--- config.mk ---
export PLATFORM = sky130hd
export DESIGN_NAME = spi_wait_timer
export DESIGN_NICKNAME = d
export VERILOG_FILES = /design/src/rtl/spi_wait_timer.sv
export SDC_FILE = /design/constraint.sdc
export NUM_CORES = 1
export LEC_CHECK = 0
export CORE_ASPECT_RATIO = 1.2
export CORE_MARGIN = 2
export CORE_UTILIZATION = 39
export CTS_BUF_LIST = sky130_fd_sc_hd__clkbuf_4 sky130_fd_sc_hd__clkbuf_8
export DETAILED_ROUTE_END_ITERATION = 16
export DONT_BUFFER_PORTS = 1
export PLACE_DENSITY_LB_ADDON = 0.25
export SKIP_CTS_REPAIR_TIMING = 1
export SKIP_LAST_GASP = 1
export SLEW_MARGIN = 5
export SYNTH_ARGS = -nofsm -noshare
export SYNTH_HDL_FRONTEND = slang
export SYNTH_SLANG_ARGS = --single-unit
export TNS_END_PERCENT = 1
--- constraint.sdc ---
create_clock -name clk -period 2.1 [get_ports clk]
set_input_delay 0.42 -clock clk [delete_from_list [all_inputs] [get_ports clk]]
set_output_delay 0.42 -clock clk [all_outputs]
set_load 0.01 [all_outputs]
--- src/rtl/spi_wait_timer.sv ---
// Programmable wait timer: counts enabled falling clock edges and pulses trigger at terminal count.
// Optional prescaler enabled by defining WAIT_TIMER_PRESCALE_EN.
module spi_wait_timer #(
    parameter int unsigned CNT_W      = 7,
    parameter int unsigned DEFAULT_TC = 30,
    parameter int unsigned PRESCALE   = 4
) (
    input  logic             clk,
    input  logic             rst,
    input  logic             enable,
    input  logic             mode,
    input  logic             load_tc,
    input  logic [CNT_W-1:0] tc_in,
    output logic             trigger,
    output logic             done,
    output logic             busy,
    output logic [CNT_W-1:0] count
);

    localparam logic [1:0] IDLE  = 2'd0;
    localparam logic [1:0] COUNT = 2'd1;
    localparam logic [1:0] HOLD  = 2'd2;

    logic [1:0]       r_state;
    logic [CNT_W-1:0] r_counter;
    logic [CNT_W-1:0] r_tc;
    logic             r_trigger;
    logic             r_done;

    logic [1:0]       w_state_nxt;
    logic [CNT_W-1:0] w_counter_nxt;
    logic             w_trigger_nxt;
    logic             w_done_nxt;
    logic             w_tick;
    logic             w_terminal;

`ifdef WAIT_TIMER_PRESCALE_EN
    localparam int unsigned PS_W = (PRESCALE > 1) ? $clog2(PRESCALE) : 1;

    logic [PS_W-1:0] r_prescale;

    assign w_tick = (r_prescale == PS_W'(PRESCALE - 1));

    // Free-runs in IDLE and COUNT so the IDLE->COUNT move also waits for a tick.
    always_ff @(negedge clk) begin
        if (rst || !enable) begin
            r_prescale <= '0;
        end else if (r_state != HOLD) begin
            r_prescale <= w_tick ? '0 : r_prescale + 1'b1;
        end
    end
`else
    // Every edge is a tick; PRESCALE has no effect in this build.
    assign w_tick = (PRESCALE != 0) || 1'b1;
`endif

    assign w_terminal = (r_counter >= r_tc);

    always_comb begin
        w_state_nxt   = r_state;
        w_counter_nxt = r_counter;
        w_trigger_nxt = 1'b0;
        w_done_nxt    = r_done;

        if (!enable) begin
            w_state_nxt   = IDLE;
            w_counter_nxt = '0;
            w_done_nxt    = 1'b0;
        end else begin
            case (r_state)
                IDLE: begin
                    w_counter_nxt = '0;
                    w_done_nxt    = 1'b0;
                    if (w_tick) begin
                        if (r_tc == '0) begin
                            w_trigger_nxt = 1'b1;
                            if (mode) begin
                                w_done_nxt  = 1'b1;
                                w_state_nxt = HOLD;
                            end else begin
                                w_state_nxt = COUNT;
                            end
                        end else begin
                            w_state_nxt   = COUNT;
                            w_counter_nxt = CNT_W'(1);
                        end
                    end
                end
                COUNT: begin
                    if (w_tick) begin
                        if (w_terminal) begin
                            w_trigger_nxt = 1'b1;
                            if (mode) begin
                                w_done_nxt  = 1'b1;
                                w_state_nxt = HOLD;
                            end else begin
                                w_counter_nxt = '0;
                            end
                        end else begin
                            w_counter_nxt = r_counter + 1'b1;
                        end
                    end
                end
                HOLD: begin
                    w_done_nxt = 1'b1;
                    if (!mode) begin
                        w_done_nxt    = 1'b0;
                        w_counter_nxt = '0;
                        w_state_nxt   = COUNT;
                    end
                end
                default: begin
                    w_state_nxt   = IDLE;
                    w_counter_nxt = '0;
                    w_done_nxt    = 1'b0;
                end
            endcase
        end
    end

    always_ff @(negedge clk) begin
        if (rst) begin
            r_state   <= IDLE;
            r_counter <= '0;
            r_tc      <= CNT_W'(DEFAULT_TC);
            r_trigger <= 1'b0;
            r_done    <= 1'b0;
        end else begin
            r_state   <= w_state_nxt;
            r_counter <= w_counter_nxt;
            r_trigger <= w_trigger_nxt;
            r_done    <= w_done_nxt;
            // Terminal decision above already used the old value.
            if (load_tc) begin
                r_tc <= tc_in;
            end
        end
    end

    assign trigger = r_trigger;
    assign done    = r_done;
    assign busy    = (r_state == COUNT);
    assign count   = r_counter;

endmodule

==> results.txt <==
CP endpoint - busy
first-pass GRT wire length - 4000 um
pin count of the biggest net entering global routing - 12
WHS Path Cells - 2
# fillers - 243
HPWL Detailed - 1830 um
cells on worst reg2reg path - 8
commonest non-fill, non-tap cell in the layout - inv_1
max incr delay on CP - 0.30 ns
PwrDens - 574 nW/um^2
post-synth top area cell - dfxtp_1
Starting Density - 40.8%
core footprint - 2500 um^2
total number of vias - 961
commonest cells after routing, fill and taps aside - 27 x inv_1, 17 x dfxtp_1, 17 x buf_4
met3 routed WL - 151 um
launching point of the worst reg2reg path - r_tc[4]
VDD IR max - 376 uV
# setup viols final - 10
I/O pins - 22
Global Route Usage Sum - 17.8%
routed wire length - 2320 um
worst r2r dst - count[5]
Area Overhead vs Synth - 27.7%
top_reg_cell synth - dfxtp_1
Clock transition at path regs - 0.04 ns
synthesized area per cell - 8.81 um^2
Data arrival, critical path - 1.91 ns
switching share of power - 32.7%
Cell variety after synth - 35
Avg WL per Cell - 12.6 um
clock latency on the worst-skew pair - 0.36 ns
Horiz. Die Dim - 50.7 um
Data required, critical path - 1.68 ns
met2 WL - 1120 um
number of synthesized flops with an enable pin - 0
Crit-path slowest cell - dfxtp_1
Crit. End Element - output port
initial antenna violation count - 0
met1 WL - 975 um
RD Place Congestion - 0.772
Post-synth ARST share - 0%
YS warnings - 0
die height - 60.1 um
ant diodes - 0
Antenna Nets Post-Route - 0
internal power - 0.505 mW
Final Non-Filler Cells - 184
sequential area share after synthesis - 35.3%
CTS Root Cell - clkbuf_4
fin nets - 173
critical path launch point - r_state[1]
Port Buffers - 0
Max H-tree Level - 1
Synth Net Count - 136
Levels on crit path - 2
die area - 3050 um^2
top cells by area, synth - dfxtp_1 35%, ha_1 9.8%, nor2_1 4.4%
Pins Over Slew Limit - 0
Clock Power Share - 41.0%
cts bufs inserted - 3
final hold vios - 0
failing checks - setup timing
CP delay by family, top - flip-flops
logic gate share of total power - 10.3%
RSZ-0062 raised after global routing - yes
critical path type - flop to output port
share of the synthesized area in the top cell type - 35.3%
Total Power - 0.750 mW
top sig layer - met4
Min-Delay Path Class - flop to flop
Mapped Area - 1020 um^2
Switching Power - 0.245 mW
vias per inst - 5.22
#FFs+latches synth - 18
DRT iter0 DRCs - 12
CP max FO - 2
First-pass DRT Iterations - 4
Least-Margin Pin Slew - 0.336 ns
Leak Pwr - 0.666 nW
Inst Count DP - 164
Worst Skew - 0.0143 ns
row cnt - 20
layout cell share with drive strength beyond 1 - 19.2%
WP buf/inv - 1
Max-Cap Viols - 0
clock tree buffer depth - 2
relative slew slack - 77.5%
worst-path cell chain - nand2b_4, inv_4
Hold Slack - 0.498 ns
Syn Inst Count - 116
CP Launch Type - flop
Seq pwr share - 48.7%
vias in the first global route - 967
DRC errors left - 0
grt ovf - 0
run status - complete, but fails checks
Sink Count - 18
post-route setup slack - -0.231 ns
CTS tree - done
FF-to-FF setup slack - 0.12 ns
## synth_stat cells, drive strengths merged (3+ instances only)
| cell | instances |
|---|---|
| dfxtp | 18 |
| nor2 | 12 |
| inv | 11 |
| ha | 8 |
| nand2 | 7 |
| a21o | 5 |
| a21oi | 4 |
| nand2b | 4 |
| nor3 | 4 |
| o211ai | 4 |
| and3 | 3 |
| mux2i | 3 |
| nand3 | 3 |
| o21a | 3 |
## area by class of cell
class | instances | area (um^2) | share of cell area [%]
clock inverters | 18 | 67.6 | 5.18
inverters | 10 | 40.0 | 3.07
repair buffers | 17 | 128 | 9.78
clock buffers | 3 | 22.5 | 1.73
well taps | 33 | 41.3 | 3.16
multi-input cells | 85 | 644 | 49.4
flip-flops and latches | 18 | 362 | 27.7
## worst min-delay path, cell delays in order, from the launching register on
cell and delay, ns:
dfxtp_1 0.30, inv_1 0.07, o211ai_1 0.07
## worst min-delay path by stage
stage	start	end	slack, ns
3_3_place_gp	r_tc[1]	r_tc[1]	0.50
2_1_floorplan	r_tc[3]	r_tc[3]	0.47
6_report	r_tc[1]	r_tc[1]	0.50
3_5_place_dp	r_tc[1]	r_tc[1]	0.49
5_1_grt	r_tc[1]	r_tc[1]	0.54
4_1_cts	r_tc[1]	r_tc[1]	0.50
## sequential cells by signal, indices dropped and copies added, names as in the netlist
| signal | count |
|---|---|
| count | 7 |
| done | 1 |
| r_state | 2 |
| r_tc | 7 |
| trigger | 1 |
## routing by layer
metal  track usage (%)  vias to the layer above
li1                  -                      496
met1              19.2                      434
met2              27.3                       25
met3              7.50                        6
met4              14.3                        0
met5                 0                        -
## logic make-up (layout without fill, tap and decap cells)
| logic type | Yosys count | in the layout | share of synthesized area (%) |
|---|---|---|---|
| compound gates | 32 | 32 | 24.2 |
| simple gates | 42 | 42 | 22.9 |
| flops | 18 | 18 | 35.3 |
| buf+inv | 13 | 48 | 4.90 |
| fa+ha+maj | 8 | 8 | 9.79 |
| mux | 3 | 3 | 2.94 |
## through the flow
| stage | utilization [%] | area, um^2 | TNS (ns) | setup WS (ns) |
|---|---|---|---|---|
| floorplan | - | 1050 | -1.51 | -0.227 |
| global placement | 48.3 | 1210 | -2.15 | -0.277 |
| detailed placement | 48.3 | 1210 | -2.32 | -0.284 |
| CTS | 51.7 | 1290 | -1.92 | -0.323 |
| global route | 52.2 | 1310 | -2.26 | -0.285 |
| finish | 52.2 | 1310 | -1.64 | -0.231 |
## power by group through the flow
stage	Clock (mW)	Combinational [mW]	Sequential (mW)
after global routing	0.378	0.0873	0.365
after detailed placement	0.0554	0.0760	0.370
after CTS	0.328	0.0764	0.364
final	0.307	0.0771	0.365
after floorplan	0.0554	0.0493	0.370
after global placement	0.0554	0.0745	0.370
Power figures use the tool's default switching activity.
